### src/rtl/wdt_pkg.sv
// Shared definitions for the watchdog reset generator: channel state encoding and
// a width helper for the pulse timer.
package wdt_pkg;

  localparam logic [1:0] ST_ARM  = 2'd0;
  localparam logic [1:0] ST_FIRE = 2'd1;
  localparam logic [1:0] ST_LOCK = 2'd2;

  typedef enum logic [1:0] {
    StArm  = ST_ARM,
    StFire = ST_FIRE,
    StLock = ST_LOCK
  } wdt_state_e;

  // Smallest r with 2**r >= value.
  function automatic int unsigned clog2(input int unsigned value);
    int unsigned r;
    r = 0;
    for (int unsigned i = 0; i < 32; i++) begin
      if ((32'd1 << i) < value) r = i + 1;
    end
    return r;
  endfunction

endpackage

### src/rtl/wdt_reset_gen_if.sv
// Control/status bundle of the watchdog reset generator: enables, fail inputs,
// limits and clear in; per-channel resets, merged reset and cause mask out.
interface wdt_reset_gen_if #(
  parameter int unsigned CHANNELS = 4,
  parameter int unsigned WIDTH    = 16
);
  logic [CHANNELS-1:0]       en;
  logic [CHANNELS-1:0]       wdfail;
  logic [CHANNELS*WIDTH-1:0] rst_lmt;
  logic                      clr;
  logic [CHANNELS-1:0]       ch_rst;
  logic                      rstout;
  logic [CHANNELS-1:0]       cause;

  modport master (
    output en, wdfail, rst_lmt, clr,
    input  ch_rst, rstout, cause
  );

  modport slave (
    input  en, wdfail, rst_lmt, clr,
    output ch_rst, rstout, cause
  );
endinterface

### src/rtl/wdt_channel.sv
// One watchdog channel: counts consecutive fail cycles, fires a fixed-width reset
// pulse when the live limit is reached, then optionally locks until cleared.
module wdt_channel
  import wdt_pkg::*;
#(
  parameter int unsigned WIDTH   = 16,
  parameter int unsigned PULSE_W = 8,
  parameter int unsigned STICKY  = 0
) (
  input  logic             clk,
  input  logic             rst,
  input  logic             en,
  input  logic             wdfail,
  input  logic [WIDTH-1:0] limit,
  input  logic             clr,
  output logic             ch_rst,
  output logic             ch_rst_nxt,
  output logic             fire
);

  localparam int unsigned PW = clog2(PULSE_W + 1);

  wdt_state_e     state_q, state_d;
  logic [WIDTH-1:0] q_q, q_d;
  logic [PW-1:0]    p_q, p_d;
  logic             ch_rst_q, ch_rst_d;

  always_ff @(posedge clk or posedge rst) begin
    if (rst) begin
      state_q  <= StArm;
      q_q      <= '0;
      p_q      <= '0;
      ch_rst_q <= 1'b0;
    end else begin
      state_q  <= state_d;
      q_q      <= q_d;
      p_q      <= p_d;
      ch_rst_q <= ch_rst_d;
    end
  end

  always_comb begin
    state_d  = state_q;
    q_d      = q_q;
    p_d      = p_q;
    ch_rst_d = ch_rst_q;
    fire     = 1'b0;
    if (!en) begin
      state_d  = StArm;
      q_d      = '0;
      p_d      = '0;
      ch_rst_d = 1'b0;
    end else begin
      unique case (state_q)
        StArm: begin
          ch_rst_d = 1'b0;
          if (!wdfail) begin
            q_d = '0;
          end else if (q_q >= limit) begin
            state_d  = StFire;
            ch_rst_d = 1'b1;
            p_d      = PW'(PULSE_W - 1);
            fire     = 1'b1;
          end else if (q_q != {WIDTH{1'b1}}) begin
            q_d = q_q + WIDTH'(1);
          end
        end
        StFire: begin
          // The pulse width is fixed; wdfail only decides where we land afterwards.
          if (p_q == '0) begin
            ch_rst_d = 1'b0;
            q_d      = '0;
            state_d  = ((STICKY != 0) || wdfail) ? StLock : StArm;
          end else begin
            p_d = p_q - PW'(1);
          end
        end
        StLock: begin
          ch_rst_d = 1'b0;
          q_d      = '0;
          if (clr || ((STICKY == 0) && !wdfail)) state_d = StArm;
        end
        default: begin
          state_d  = StArm;
          q_d      = '0;
          ch_rst_d = 1'b0;
        end
      endcase
    end
  end

  assign ch_rst     = ch_rst_q;
  assign ch_rst_nxt = ch_rst_d;

endmodule

### src/rtl/wdt_reset_gen.sv
// Multi-channel watchdog reset generator: per-channel fail counters with a merged
// registered reset output and a sticky cause mask for the reset controller.
module wdt_reset_gen
  import wdt_pkg::*;
#(
  parameter int unsigned CHANNELS = 4,
  parameter int unsigned WIDTH    = 16,
  parameter int unsigned PULSE_W  = 8,
  parameter int unsigned STICKY   = 0
) (
  input logic            clk,
  input logic            rst,
  wdt_reset_gen_if.slave bus
);

  logic [CHANNELS-1:0] fire;
  logic [CHANNELS-1:0] ch_rst;
  logic [CHANNELS-1:0] ch_rst_nxt;
  logic [CHANNELS-1:0] cause_q, cause_d;
  logic                rstout_q;

  for (genvar i = 0; i < CHANNELS; i++) begin : g_ch
    wdt_channel #(
      .WIDTH  (WIDTH),
      .PULSE_W(PULSE_W),
      .STICKY (STICKY)
    ) u_ch (
      .clk       (clk),
      .rst       (rst),
      .en        (bus.en[i]),
      .wdfail    (bus.wdfail[i]),
      .limit     (bus.rst_lmt[i*WIDTH +: WIDTH]),
      .clr       (bus.clr),
      .ch_rst    (ch_rst[i]),
      .ch_rst_nxt(ch_rst_nxt[i]),
      .fire      (fire[i])
    );
  end

  // A fire in the same cycle as a clear still records its cause.
  always_comb begin
    cause_d = (bus.clr ? '0 : cause_q) | fire;
  end

  always_ff @(posedge clk or posedge rst) begin
    if (rst) begin
      cause_q  <= '0;
      rstout_q <= 1'b0;
    end else begin
      cause_q  <= cause_d;
      rstout_q <= |ch_rst_nxt;
    end
  end

  assign bus.ch_rst = ch_rst;
  assign bus.rstout = rstout_q;
  assign bus.cause  = cause_q;

endmodule

### src/flat_wrapper.sv
// flat-port wrapper written by rule: the top's interface ports become plain ports
module wdt_reset_gen_flat import wdt_pkg::*;
#(
  parameter int unsigned CHANNELS = 4,
  parameter int unsigned WIDTH    = 16,
  parameter int unsigned PULSE_W  = 8,
  parameter int unsigned STICKY   = 0
)
  (clk, rst, bus_en, bus_wdfail, bus_rst_lmt, bus_clr, bus_ch_rst, bus_rstout, bus_cause);
  wdt_reset_gen_if #(.CHANNELS(CHANNELS), .WIDTH(WIDTH)) bus_i ();
  input logic clk;
  input logic rst;
  input wire logic [$bits(bus_i.en)-1:0] bus_en;
  input wire logic [$bits(bus_i.wdfail)-1:0] bus_wdfail;
  input wire logic [$bits(bus_i.rst_lmt)-1:0] bus_rst_lmt;
  input wire logic [$bits(bus_i.clr)-1:0] bus_clr;
  output wire logic [$bits(bus_i.ch_rst)-1:0] bus_ch_rst;
  output wire logic [$bits(bus_i.rstout)-1:0] bus_rstout;
  output wire logic [$bits(bus_i.cause)-1:0] bus_cause;
  assign bus_i.en = bus_en;
  assign bus_i.wdfail = bus_wdfail;
  assign bus_i.rst_lmt = bus_rst_lmt;
  assign bus_i.clr = bus_clr;
  assign bus_ch_rst = bus_i.ch_rst;
  assign bus_rstout = bus_i.rstout;
  assign bus_cause = bus_i.cause;
  wdt_reset_gen #(.CHANNELS(CHANNELS), .WIDTH(WIDTH), .PULSE_W(PULSE_W), .STICKY(STICKY)) u_core (.clk(clk), .rst(rst), .bus(bus_i));
endmodule
### config.mk
export PLATFORM = sky130hd
export DESIGN_NAME = wdt_reset_gen_flat
export DESIGN_NICKNAME = d
export VERILOG_FILES = /design/src/rtl/wdt_pkg.sv /design/src/rtl/wdt_reset_gen_if.sv /design/src/rtl/wdt_channel.sv /design/src/rtl/wdt_reset_gen.sv /design/src/flat_wrapper.sv
export SDC_FILE = /design/constraint.sdc
export NUM_CORES = 1
export LEC_CHECK = 0
export CAP_MARGIN = 30
export CELL_PAD_IN_SITES_DETAIL_PLACEMENT = 1
export CELL_PAD_IN_SITES_GLOBAL_PLACEMENT = 2
export CORE_ASPECT_RATIO = 1.25
export CORE_MARGIN = 5
export CORE_UTILIZATION = 34
export DETAILED_ROUTE_END_ITERATION = 10
export PLACE_DENSITY_LB_ADDON = 0.1
export RECOVER_POWER = 25
export REMOVE_ABC_BUFFERS = 1
export SYNTH_ARGS = -nofsm -noshare
export SYNTH_HDL_FRONTEND = slang
export SYNTH_SLANG_ARGS = --single-unit
### constraint.sdc
create_clock -name clk -period 3.5 [get_ports clk]
set_input_delay 0.35 -clock clk [delete_from_list [all_inputs] [get_ports clk]]
set_output_delay 0.35 -clock clk [all_outputs]
set_load 0.02 [all_outputs]
==> impl_metrics.yaml <==
logic_synthesis:
  synth_top_family_by_area: "simple AND/OR/NAND/NOR gates"
  synth_fa_ha_area_frac: 0.131
  avgSynthCellArea_um2: 8.41
  ys_types: 63
  synthCells: 820
  ys_ff_latch: 97
  synth_compound_area_frac: 0.196
  synth_area_um2: 6900
  synth_seq_area_share: 0.352
  yosysWarnings: 0
  synthXorXnorAreaFrac: 0.0152
  synth_edf_count: 0
  synth-async-reset-ratio: 1.00
  synthMuxAreaShare: 0.00290
  synth-main-ff-cell: "dfrtp_1"
  synth-simple-area-share: 0.237
die:
  core.rowCount: 58
  boundaryPins: 84
  initial_core_util: 0.344
  coreArea_um2: 20000
  die_area_um2: 23200
  die_width_um: 137
  die_h_um: 169
route:
  wl_met1_um: 8750
  viasPerCell: 5.40
  drtPass1Iterations: 4
  route.detailed.drc: 0
  first_iter_violations: 256
  wl_met3_um: 573
  ant_nets: 0
  top_layer: "met4"
  post_drt_wl_per_cell_um: 16.8
  wl_met2_um: 10300
  wl_um: 19900
  vias: 6405
sta:
  finalHoldViolations: 0
  relSlewSlack: -0.518
  tightest_slew_ns: 2.27
  post-route-period-util: 0.846
  min_period_ns: 2.96
  maxSlewViolCount: 55
  setup_ws_ns: 0.538
  rsz0062_at_grt: "false"
  clock.fmax_mhz: 338
  finalSetupTns_ns: 0
  finalSetupViolations: 0
  fin_hold_ws_ns: 0.515
  skew_ns: 0.00747
clock_network:
  cts-root-buf: "clkbuf_16"
  clockBufferDepth: 2
  clkSinkCount: 97
  numCtsBuffers: 9
  cts_hold_buf: 0
  post-cts-setup-buffer-count: 0
  cts_resized: 0
  clkTransAtPathRegs_ns: 0.07
  h-tree-depth: 3
  cts_tree: "yes"
  clock_latency_ns: 0.35
setup_path:
  critPathLaunchType: "input port"
  arrival_ns: 3.21
  cp_slowest_stage_delay_ns: 0.56
  crit_slowest_cell: "or3_1"
  critPathKind: "in -> reg"
  cp_max_fo: 13
  r2r_start: "u_core.g_ch[1].u_ch.q_q[2]"
  cp_cell_sequence: "clkdlybuf4s50_1, inv_1, ha_1, a211o_1, a31oi_1, o221ai_2, a221oi_4, a21oi_2, or3_1, o41ai_2"
  critPathCaptureType: "flip-flop"
  critPathRequiredTime_ns: 3.75
  startpoint: "bus_rst_lmt[18]"
placement:
  pre_cts_ws_ns: 0.159
  portBuffers: 83
  gp_congestion: 0.817
  post-dp-hpwl_um: 15500
power_and_ir_drop:
  power.share.combinational: 0.126
  switchingPower_uw: 641
  power_frac_seq: 0.478
  internal_power_uw: 1790
  ir_worst_vdd_mv: 0.217
  switching_share: 0.264
  powerDensity_nw_per_um2: 290
  static-leakage-power_uw: 0.00394
  pwr-share-clk: 0.396
  report.power.total_uw: 2430
finish:
  antennaDiodeCount: 0
  most-common-layout-cells: "nand2_1 (100), dfrtp_1 (97), inv_1 (93), clkdlybuf4s50_1 (82), ha_1 (72)"
  final_layout_size_suffix_gt1_frac: 0.0534
  nets: 1059
  nFillCells: 2392
  finalCoreUtilization: 0.418
  area_delta_synth_final_pct: 21.5
  final_common_cell: "nand2_1"
global_route:
  grt_pass1_vias: 7100
  grt_overflow: 0
  grt_pass1_wl_um: 34200
  antenna_found_initial: 0
  grt_max_degree: 56
  grt_use_total: 0.180
run_status:
  violations: "max-capacitance violations, max-slew violations"
  status: "finished, violations left"
job:
  drv_cap: 1
min_path:
  hold_start: "u_core.g_ch[3].u_ch.q_q[9]"
  hold_path.class: "reg -> reg"
power by group through the flow:
| stage | logic [uW] | clock network (uW) | registers, uW |
|---|---|---|---|
| 2_1_floorplan | 154 | 0 | 1180 |
| 3_3_place_gp | 296 | 0 | 1180 |
| 3_5_place_dp | 315 | 0 | 1180 |
| 4_1_cts | 316 | 990 | 1160 |
| 5_1_grt | 350 | 1040 | 1160 |
| 6_report | 307 | 961 | 1160 |
synth_stat cells (4+ instances only):
cell	number	area, um2
o41ai_1	4	35.0
xor2_1	6	52.6
o211a_1	4	40.0
nor2_1	53	199
nand2_1	100	375
ha_1	72	901
and2_1	8	50.1
or4_1	14	105
nand3_1	43	215
nor2b_1	5	31.3
o21ai_0	46	230
nand3b_1	4	30.0
and4_1	6	52.6
xnor2_1	6	52.6
o31ai_1	20	150
a21oi_1	33	165
o21ai_1	16	80.1
a31oi_1	16	100
nand2b_1	13	81.3
buf_2	5	25.0
o211ai_1	6	45.0
nor3_1	21	105
a21o_1	6	45.0
and3_1	15	93.8
clkbuf_1	9	33.8
o311ai_1	7	61.3
o21a_1	4	30.0
or3_1	10	62.6
nand4_1	17	106
dfrtp_1	97	2430
nor4_1	6	37.5
inv_1	93	349
buf_4	5	37.5
layout make-up:
type                       instances  area (um2)  share of cell area
inverter                          93         349              0.0417
tap                              270         338              0.0403
sequential                        97        2430               0.290
clock buffer                      11         243              0.0290
multi-input combinational        610        4010               0.479
clock inverter                     5        31.3             0.00373
timing repair buffer             101         978               0.117
metal layers:
metal / global-route usage / vias up
met5: 0 / -
met4: 0.0616 / 0
met3: 0.0264 / 21
met2: 0.321 / 87
met1: 0.220 / 3163
li1: - / 3134
path summary, 6_finish.rpt:
check                                             end  slack (ns)  cells after the start
min in group asynchronous  u_core.g_ch[2].u_ch.q_q[0]        1.22                      2
max reg2reg                u_core.g_ch[1].u_ch.q_q[9]        0.57                      8
max                        u_core.g_ch[1].u_ch.q_q[9]        0.54                     10
min                        u_core.g_ch[3].u_ch.q_q[9]        0.52                      1
max in group asynchronous  u_core.g_ch[0].u_ch.q_q[3]        0.98                      2
min reg2reg                u_core.g_ch[3].u_ch.q_q[9]        0.52                      1
per-stage QoR:
stage,cells,cell area (um2)
after floorplan,800,6790
after global placement,1171,8110
after detailed placement,1171,8110
after CTS,1187,8380
after global routing,1187,8380
final,1187,8380
logic make-up after synthesis:
family / Yosys count
AND/OR/NAND/NOR: 327
buffers and inverters: 113
XOR/XNOR: 12
AO/OA/AOI/OAI: 197
multiplexers: 2
adder cells (fa/ha/maj): 72
flip-flops: 97
registers in the layout, indices dropped and copies added, names as in the netlist:
name and cells:
u_core.g_ch.u_ch.ch_rst 4, u_core.g_ch.u_ch.p_q 16, u_core.bus.cause 4, u_core.g_ch.u_ch.q_q 64, u_core.bus.rstout 1, u_core.g_ch.u_ch.state_q 8
worst max-delay path, delay by kind of cell:
kind	cells	cell delay (ns)
compound gates	6	1.49
buf+inv	2	0.50
fa+ha+maj	1	0.30
simple gates	1	0.56
No activity file was read; power rests on OpenSTA's default activity.
